===== config.mk =====
export PLATFORM = sky130hd
export DESIGN_NAME = alu_div_seq
export DESIGN_NICKNAME = d
export VERILOG_FILES = /design/src/rtl/alu_pkg.sv /design/src/rtl/alu_div_seq_step.sv /design/src/rtl/alu_div_seq.sv
export SDC_FILE = /design/constraint.sdc
export NUM_CORES = 1
export LEC_CHECK = 0
export ABC_CLOCK_PERIOD_IN_PS = 6400
export CAP_MARGIN = 20
export CORE_ASPECT_RATIO = 0.9
export CORE_UTILIZATION = 35
export DETAILED_ROUTE_END_ITERATION = 16
export PLACE_DENSITY = 0.67
export SYNTH_ARGS = -nofsm -noshare
export SYNTH_HDL_FRONTEND = slang
export SYNTH_HIERARCHICAL = 1
export SYNTH_SLANG_ARGS = --single-unit

===== constraint.sdc =====
create_clock -name clk -period 6.4 [get_ports clk]
set_clock_uncertainty 0.05 [all_clocks]
set_input_delay 0.96 -clock clk [delete_from_list [all_inputs] [get_ports clk]]
set_output_delay 0.96 -clock clk [all_outputs]
set_load 0.02 [all_outputs]

===== src/rtl/alu_pkg.sv =====
// Shared ALU definitions: divider FSM state encoding, the DIV opcode, and NZCV flag bit positions.
package alu_pkg;

   typedef enum logic [1:0] {
      ST_IDLE = 2'd0,
      ST_RUN  = 2'd1,
      ST_DONE = 2'd2
   } div_state_t;

   localparam logic [2:0] ALUCTL_DIV = 3'b101;

   localparam int FLAG_N = 3;
   localparam int FLAG_Z = 2;
   localparam int FLAG_C = 1;
   localparam int FLAG_V = 0;

endpackage


===== src/rtl/alu_div_seq_step.sv =====
// Single combinational restoring-division iteration: shift in the next dividend bit,
// then subtract the divisor if that does not borrow.
module div_step #(
   parameter int WIDTH = 32
) (
   input  logic [WIDTH-1:0] i_rem,
   input  logic             i_bit,
   input  logic [WIDTH-1:0] i_div,
   output logic [WIDTH-1:0] o_rem,
   output logic             o_qbit
);

   logic [WIDTH:0] w_shift;
   logic [WIDTH:0] w_trial;

   // The shifted remainder keeps its top bit, so divisors >= 2^(WIDTH-1) cannot overflow the trial.
   assign w_shift = {i_rem, i_bit};
   assign w_trial = w_shift - {1'b0, i_div};
   assign o_qbit  = ~w_trial[WIDTH];
   assign o_rem   = o_qbit ? w_trial[WIDTH-1:0] : w_shift[WIDTH-1:0];

endmodule


===== src/rtl/alu_div_seq.sv =====
// Iterative radix-2 restoring divider, one quotient bit per clock, NZCV flags.
// Define DIV_SIGNED_EN for two's-complement division (truncating toward zero).
module alu_div_seq
   import alu_pkg::*;
#(
   parameter int WIDTH = 32,
   parameter int CNT_W = 6
) (
   input  logic             clk,
   input  logic             reset,
   input  logic             start,
   input  logic [WIDTH-1:0] a,
   input  logic [WIDTH-1:0] b,
   output logic             busy,
   output logic             done,
   output logic [WIDTH-1:0] Quotient,
   output logic [WIDTH-1:0] Remainder,
   output logic [3:0]       DivFlags
);

   div_state_t       r_state;
   logic [CNT_W-1:0] r_cnt;
   logic [WIDTH-1:0] r_rem;
   logic [WIDTH-1:0] r_quo;
   logic [WIDTH-1:0] r_div;
   logic [WIDTH-1:0] r_quotient;
   logic [WIDTH-1:0] r_remainder;
   logic [3:0]       r_flags;

   logic [WIDTH-1:0] w_a_mag;
   logic [WIDTH-1:0] w_b_mag;
   logic [WIDTH-1:0] w_new_rem;
   logic             w_qbit;
   logic [WIDTH-1:0] w_quo_next;
   logic [WIDTH-1:0] w_q_res;
   logic [WIDTH-1:0] w_r_res;
   logic             w_v;
   logic [3:0]       w_flags;
   logic [3:0]       w_dz_flags;

`ifdef DIV_SIGNED_EN
   logic r_q_neg;
   logic r_r_neg;
   logic r_ovf;
   logic w_ovf;

   assign w_a_mag = a[WIDTH-1] ? -a : a;
   assign w_b_mag = b[WIDTH-1] ? -b : b;
   assign w_ovf   = (a == {1'b1, {(WIDTH-1){1'b0}}}) && (b == {WIDTH{1'b1}});
   // Sign fix-up happens on the final step so the output load stays on the same edge.
   assign w_q_res = r_q_neg ? -w_quo_next : w_quo_next;
   assign w_r_res = r_r_neg ? -w_new_rem : w_new_rem;
   assign w_v     = r_ovf;
`else
   assign w_a_mag = a;
   assign w_b_mag = b;
   assign w_q_res = w_quo_next;
   assign w_r_res = w_new_rem;
   assign w_v     = 1'b0;
`endif

   div_step #(.WIDTH(WIDTH)) u_step (
      .i_rem  (r_rem),
      .i_bit  (r_quo[WIDTH-1]),
      .i_div  (r_div),
      .o_rem  (w_new_rem),
      .o_qbit (w_qbit)
   );

   assign w_quo_next = {r_quo[WIDTH-2:0], w_qbit};

   always_comb begin
      w_flags         = 4'b0000;
      w_flags[FLAG_N] = w_q_res[WIDTH-1];
      w_flags[FLAG_Z] = (w_q_res == '0);
      w_flags[FLAG_C] = 1'b0;
      w_flags[FLAG_V] = w_v;
   end

   always_comb begin
      w_dz_flags         = 4'b0000;
      w_dz_flags[FLAG_N] = 1'b1;
      w_dz_flags[FLAG_V] = 1'b1;
   end

   always_ff @(posedge clk or posedge reset) begin
      if (reset) begin
         r_state     <= ST_IDLE;
         r_cnt       <= '0;
         r_rem       <= '0;
         r_quo       <= '0;
         r_div       <= '0;
         r_quotient  <= '0;
         r_remainder <= '0;
         r_flags     <= 4'b0000;
`ifdef DIV_SIGNED_EN
         r_q_neg     <= 1'b0;
         r_r_neg     <= 1'b0;
         r_ovf       <= 1'b0;
`endif
      end else begin
         case (r_state)
            ST_IDLE: begin
               if (start) begin
                  if (b == '0) begin
                     r_quotient  <= '1;
                     r_remainder <= a;
                     r_flags     <= w_dz_flags;
                     r_state     <= ST_DONE;
                  end else begin
                     r_rem   <= '0;
                     r_quo   <= w_a_mag;
                     r_div   <= w_b_mag;
                     r_cnt   <= CNT_W'(WIDTH);
`ifdef DIV_SIGNED_EN
                     r_q_neg <= a[WIDTH-1] ^ b[WIDTH-1];
                     r_r_neg <= a[WIDTH-1];
                     r_ovf   <= w_ovf;
`endif
                     r_state <= ST_RUN;
                  end
               end
            end
            ST_RUN: begin
               r_rem <= w_new_rem;
               r_quo <= w_quo_next;
               r_cnt <= r_cnt - CNT_W'(1);
               if (r_cnt == CNT_W'(1)) begin
                  r_quotient  <= w_q_res;
                  r_remainder <= w_r_res;
                  r_flags     <= w_flags;
                  r_state     <= ST_DONE;
               end
            end
            ST_DONE: r_state <= ST_IDLE;
            default: r_state <= ST_IDLE;
         endcase
      end
   end

   assign busy      = (r_state != ST_IDLE);
   assign done      = (r_state == ST_DONE);
   assign Quotient  = r_quotient;
   assign Remainder = r_remainder;
   assign DivFlags  = r_flags;

endmodule


==> impl_metrics.csv, run 1 <==
group,metric,value,unit
run_status,outcome,"complete, no violations",
floorplan,io_pins,137,
placement,placed_area,11300,µm²
synthesis,synth_cell_type_count,69,
routing,viasPerCell,5.17,
cts,cts_tree,"done",
worst_setup_path,path_common_cell,"nor4_1",
cts,cts.path.max_buffers,2,
cts,clkLatencyLatePin,0.44,ns
synthesis,yosysSeqAreaShare,0.438,
worst_setup_path,path_class,"flip-flop to flip-flop",
routing,wl,25800,µm
floorplan,die_w,178,µm
timing,fmax,242,MHz
grt,grt_max_degree,74,
worst_hold_path,min_path_type,"flip-flop to flip-flop",
synthesis,synth_nets,996,
synthesis,syn_area_per_cell,10.9,µm²
timing,tns,0,ns
grt,overflow,0,
worst_setup_path,slowest_stage,"fa_1",
timing,finalSetupViolCount,0,
floorplan,die_y,160,µm
power_and_ir_drop,p_per_area,497,nW/µm²
worst_setup_path,arrival,4.46,ns
timing,maxSlewHeadroom,0.433,
floorplan,die-area,28400,µm²
timing,worst_slew_pin_slew,0.849,ns
cells_and_area,drive_above_1_share,0.210,
synthesis,synthTopCellsByArea,"dfrtp_1 (44%), mux2_2 (12%), mux2_4 (7.1%)",
cts,cts.clk_slew.worst_paths,0.08,ns
worst_setup_path,required,6.72,ns
synthesis,synth_common_cells,"dfrtp_1 (170), nand2_1 (119), mux2_2 (107), inv_1 (71), o21ai_0 (51)",
cts,cts_buffers,17,
timing,fin_crit_sh,0.646,
worst_setup_path,cp-start-kind,"flip-flop",
cts,h-tree-depth,4,
routing,antenna_left,0,
routing,drc,0,
grt,grtUsageTotal,0.187,
placement,portBuffers,135,
power_and_ir_drop,ir_drop,259,µV
synthesis,synth_top_area_frac,0.438,
power_and_ir_drop,leakage,5.44,nW
synthesis,syn_area,9710,µm²
cts,cts_resized,0,
power_and_ir_drop,p_total,5.90,mW
placement,dpl.hpwl,19000,µm
floorplan,start_util,0.358,
cells_and_area,areaGrowthSynthToFinish,22.1,%
cells_and_area,insertedDiodeCount,0,
synthesis,syn_inst,894,
cells_and_area,final_cells,1382,
cells_and_area,nets,1117,
synthesis,synth_most_common_cell,"dfrtp_1",
worst_setup_path,path_max_fanout,26,
timing,slew_viol_final,0,
grt,antenna_found_initial,0,
synthesis,ys_ff_latch,170,
floorplan,rows,57,
run,max-cap-violations,0,
timing,hold_violations,0,
cts,cts-root-buf,"clkbuf_16",
worst_setup_path,path_cells,"inv_1 > ha_1 > fa_1 > and2b_2 > o2111ai_2 > a21oi_2 > o2111ai_1 > a211oi_2 > nor2_4 > mux2i_4 > and2_4 > inv_8 > nor4_1 > nand4_1 > nor4_1 > mux2_2",
placement,dp_cells,1350,
cts,clkSinkCount,170,
timing,rsz0062_at_grt,"no",
synthesis,synth_edf_count,0,
synthesis,synth_flop_cell,"dfrtp_1",
worst_setup_path,cp-end-kind,"flip-flop",
cts,cts_setup_buffers,0,
routing,via_count,7139,
cells_and_area,final_area,11900,µm²
synthesis,yosysWarnings,6,
routing,avgRoutedWirePerCell,18.7,µm
grt,first_global_vias,7089,
worst_setup_path,max_stage_delay,0.46,ns
grt,grt_pass1_wl,41200,µm
routing,drtIter0Drc,535,
cts,ctsHoldBuffers,0,
timing,fin_crit,4.13,ns
synthesis,synth.largest_area_cell,"dfrtp_1",
routing,dr.pass1.iters,5,
placement,gp_congestion,0.884,
synthesis,async_flop_share,1.00,
floorplan,coreArea,27100,µm²
where the power goes:
group	internal, mW	leakage (nW)	switching [mW]
logic	1.51	3.04	1.63
clock network	0.561	0.291	0.497
registers	1.40	2.11	0.302
total	3.47	5.44	2.43
state kept, by name, summed over array words and instances (netlist names):
register / flops
r_rem: 32
Quotient: 31
DivFlags: 3
r_cnt: 6
r_quo: 32
Remainder: 32
r_state: 2
r_div: 32
worst max-delay path: cells and delay by family (launching register included):
kind / cells / cell delay, ns
buf+inv: 2 / 0.18
compound gates: 4 / 0.90
simple gates: 6 / 1.34
mux: 2 / 0.56
flops: 1 / 0.37
fa+ha+maj: 2 / 0.69
metal layers:
layer | global-route usage | part of all wire | up-vias
met2 | 0.262 | 0.42 | 188
met5 | 0 | 0 | -
met1 | 0.294 | 0.52 | 3517
li1 | - | - | 3414
met4 | 0.0420 | 0.013 | 0
met3 | 0.0338 | 0.044 | 20
cells in the final DEF (no fill, tap or decap), types with 2 or more instances in the layout:
master,Yosys,layout
a21o_1,18,18
o21bai_1,4,4
o21a_1,8,8
dfrtp_1,170,170
nand4_1,8,8
clkdlybuf4s50_1,0,135
nor3_1,10,10
nor4_1,17,17
a211oi_1,2,2
o31ai_1,3,3
a22o_1,3,3
or3_1,4,4
xnor2_1,14,14
nand2b_1,2,2
nor3b_1,2,2
buf_4,16,10
inv_1,71,70
o2111ai_1,4,4
o22a_1,31,31
clkinv_8,0,2
a21oi_1,28,28
o211ai_1,2,2
ha_1,34,34
clkinvlp_4,0,2
mux2_4,46,46
xor2_1,13,13
nand2_1,119,119
mux2_2,107,107
and3_1,4,4
inv_6,0,3
o21ai_0,51,51
and4_1,2,2
nor2_1,17,16
nor2b_1,2,2
and3_4,2,2
nand3_1,15,15
a31oi_1,7,7
inv_8,1,7
clkbuf_16,0,17
stage by stage:
step	hold slack (ns)	util	setup WS [ns]
after floorplan	0.429	-	0.787
after global placement	0.422	0.415	2.04
after detailed placement	0.426	0.415	2.04
after CTS	0.449	0.437	2.29
after global routing	0.461	0.437	1.94
final	0.443	0.437	2.27
area by class of cell:
cell class / count / area (µm²)
Inverter: 72 / 283
Clock buffer: 17 / 425
Sequential cell: 170 / 4250
Tap cell: 354 / 443
Timing Repair Buffer: 145 / 1430
Fill cell: 2596 / 15200
Clock inverter: 15 / 176
Multi-Input combinational cell: 609 / 4840
path summary, 6_finish.rpt:
path	slack [ns]	start	end	depth (start not counted)
worst max-delay path	2.27	r_quo[31]	DivFlags[2]	16
worst min-delay path	0.44	Quotient[23]	Quotient[23]	1
worst max register to register	2.27	r_quo[31]	DivFlags[2]	16
worst min register to register	0.44	Quotient[23]	Quotient[23]	1
max in group asynchronous	4.09	reset	r_div[14]	3
min in group asynchronous	0.95	reset	DivFlags[0]	2
cells by family after synthesis:
family                   share of synthesized area
flip-flops                                   0.438
AND/OR/NAND/NOR                              0.102
XOR/XNOR                                    0.0244
multiplexers                                 0.199
other                                     0.000386
buffers and inverters                       0.0638
AO/OA/AOI/OAI                                0.126
adder cells (fa/ha/maj)                     0.0459
(Power assumes the default switching activity.)
==> run 2: changes to the inputs <==
ABC_CLOCK_PERIOD_IN_PS = 3500   (was 6400)
PLACE_DENSITY = 0.69   (was 0.67)
clock period = 3.5 ns   (was 6.4 ns; I/O delays follow)
==> impl_metrics.csv, run 2 (synthesized netlist as in run 1, its figures left out) <==
group,metric,value,unit
cells_and_area,fillCellCount,2529,
timing,fin_crit_sh,0.996,
cts,ctsHoldBuffers,0,
run,max-cap-violations,0,
timing,maxSlewHeadroom,0.569,
placement,dpl.hpwl,19300,µm
worst_setup_path,rr_endpoint,"Remainder[22]",
worst_setup_path,path_cells,"inv_1 > ha_2 > fa_2 > and2b_2 > o2111ai_2 > a21oi_2 > o2111ai_2 > a211oi_2 > nor2_4 > mux2i_4 > and2_4 > inv_8 > mux2_4 > nand2_1 > nand2_1 > mux2_2",
worst_setup_path,required,3.77,ns
cells_and_area,drive_above_1_share,0.251,
timing,fin_crit,3.49,ns
grt,met2_usage,0.272,
worst_setup_path,reg2reg_slack,0.01,ns
grt,first_global_vias,7254,
worst_setup_path,max_stage_delay,0.36,ns
routing,antenna_left,0,
placement,gp_congestion,0.830,
worst_setup_path,cp-start-kind,"flip-flop",
timing,slew_viol_final,0,
grt,grt_max_degree,54,
floorplan,coreArea,27100,µm²
timing,fmax,287,MHz
worst_setup_path,cp-end-kind,"flip-flop",
cts,clkSinkCount,170,
worst_hold_path,min_path_type,"input port to async pin",
floorplan,die-area,28400,µm²
routing,drc,0,
timing,finalSetupViolCount,0,
worst_setup_path,reg2regPathDepth,16,
worst_setup_path,arrival,3.76,ns
cells_and_area,nets,1149,
floorplan,io_pins,137,
cts,cts.clk_slew.worst_paths,0.07,ns
grt,use_met3,0.0324,
cells_and_area,seq_area,4250,µm²
floorplan,start_util,0.358,
worst_setup_path,slowest_stage,"fa_2",
worst_setup_path,crit_buf_inv,2,
timing,worst_slew_pin_slew,0.645,ns
grt,grt_pass1_wl,42000,µm
grt,overflow,0,
cts,cts_buffers,17,
timing,hold_violations,0,
routing,via_count,7254,
worst_setup_path,path_max_fanout,12,
worst_setup_path,path_delay_family,"compound AO/OA/AOI/OAI gates",
power_and_ir_drop,p_per_area,924,nW/µm²
timing,rsz0062_at_grt,"yes",
cells_and_area,layout_commonest_cell,"dfrtp_1",
power_and_ir_drop,leakage,5.64,nW
cells_and_area,areaGrowthSynthToFinish,26.5,%
routing,dr.pass1.iters,4,
cts,cts_tree,"done",
routing,wl,26200,µm
grt,top_usage_layer,"met1",
floorplan,rows,57,
floorplan,die_y,160,µm
cts,h-tree-depth,4,
grt,antenna_found_initial,0,
cells_and_area,insertedDiodeCount,0,
run_status,outcome,"complete, no violations",
routing,avgRoutedWirePerCell,18.5,µm
cells_and_area,multi_input_area,4930,µm²
cts,clkLatencyLatePin,0.43,ns
worst_setup_path,r2r-start,"r_quo[31]",
floorplan,die_w,178,µm
power_and_ir_drop,p_total,11.3,mW
placement,portBuffers,135,
routing,drtIter0Drc,407,
timing,whs,0.434,ns
cts,cts.path.max_buffers,2,
cells_and_area,final_cell_mix,"dfrtp_1 (170), clkdlybuf4s50_1 (135), nand2_1 (108)",
routing,viasPerCell,5.13,
worst_setup_path,path_class,"flip-flop to flip-flop",
power_and_ir_drop,ir_drop,414,µV
cts,cts-root-buf,"clkbuf_16",
grt,use_met1,0.296,
grt,grtUsageTotal,0.191,
## run 2: cell count changes in the layout (fill, tap and decap cells not counted), sizes merged
| cell | change |
|---|---|
| bufinv | +2 |
| inv | -2 |
| buf | +30 |
| clkbuf | +1 |
## run 2: report_power, final
part	switching, mW	internal (mW)
sequential	0.530	2.55
combinational	3.22	3.04
clock	0.854	1.16
## run 2: metal layers
metal	routed length [µm]	vias to the layer above	share of wire
met5	0	-	0
met4	394	0	0.015
met3	1290	25	0.049
met2	11200	204	0.43
met1	13300	3549	0.51
li1	-	3476	-
## run 2: cell type report
type / instances / share of cell area
clock buffers: 18 / 0.0358
clock inverters: 13 / 0.0148
well taps: 354 / 0.0361
repair inverters: 2 / 0.00163
multi-input cells: 609 / 0.401
repair buffers: 175 / 0.141
inverters: 72 / 0.0233
flip-flops and latches: 170 / 0.347
## run 2: how the worst max path moves through the flow
stage               from            end  slack, ns  depth (start not counted)
2_1_floorplan  r_quo[31]  Remainder[21]      0.008                         18
3_3_place_gp   r_quo[31]   Remainder[4]      -0.01                         16
3_5_place_dp   r_quo[31]   Remainder[4]      -0.06                         16
4_1_cts        r_quo[31]    DivFlags[2]      -0.02                         16
5_1_grt        r_quo[31]  Remainder[26]      -0.12                         16
6_report       r_quo[31]  Remainder[22]       0.01                         16
## run 2: what timing repair did
| item | in CTS | in global routing |
|---|---|---|
| setup buffers | 1 | 0 |
| gates resized for setup | 14 | 6 |
| pin swaps | 2 | 2 |
| setup endpoints to repair | 23 | 34 |
| cloned | 2 | 0 |
## run 2: metrics by stage
| stage | setup slack, ns | TNS, ns | utilization | instances | cell area, µm² |
|---|---|---|---|---|---|
| after floorplan | 0.00769 | 0 | - | 894 | 9730 |
| after detailed placement | -0.0559 | -0.385 | 0.427 | 1379 | 11600 |
| after CTS | -0.0204 | -0.180 | 0.452 | 1413 | 12300 |
| after global placement | -0.0139 | -0.0476 | 0.427 | 1379 | 11600 |
| final | 0.0128 | 0 | 0.453 | 1413 | 12300 |
| after global routing | -0.116 | -2.55 | 0.453 | 1413 | 12300 |
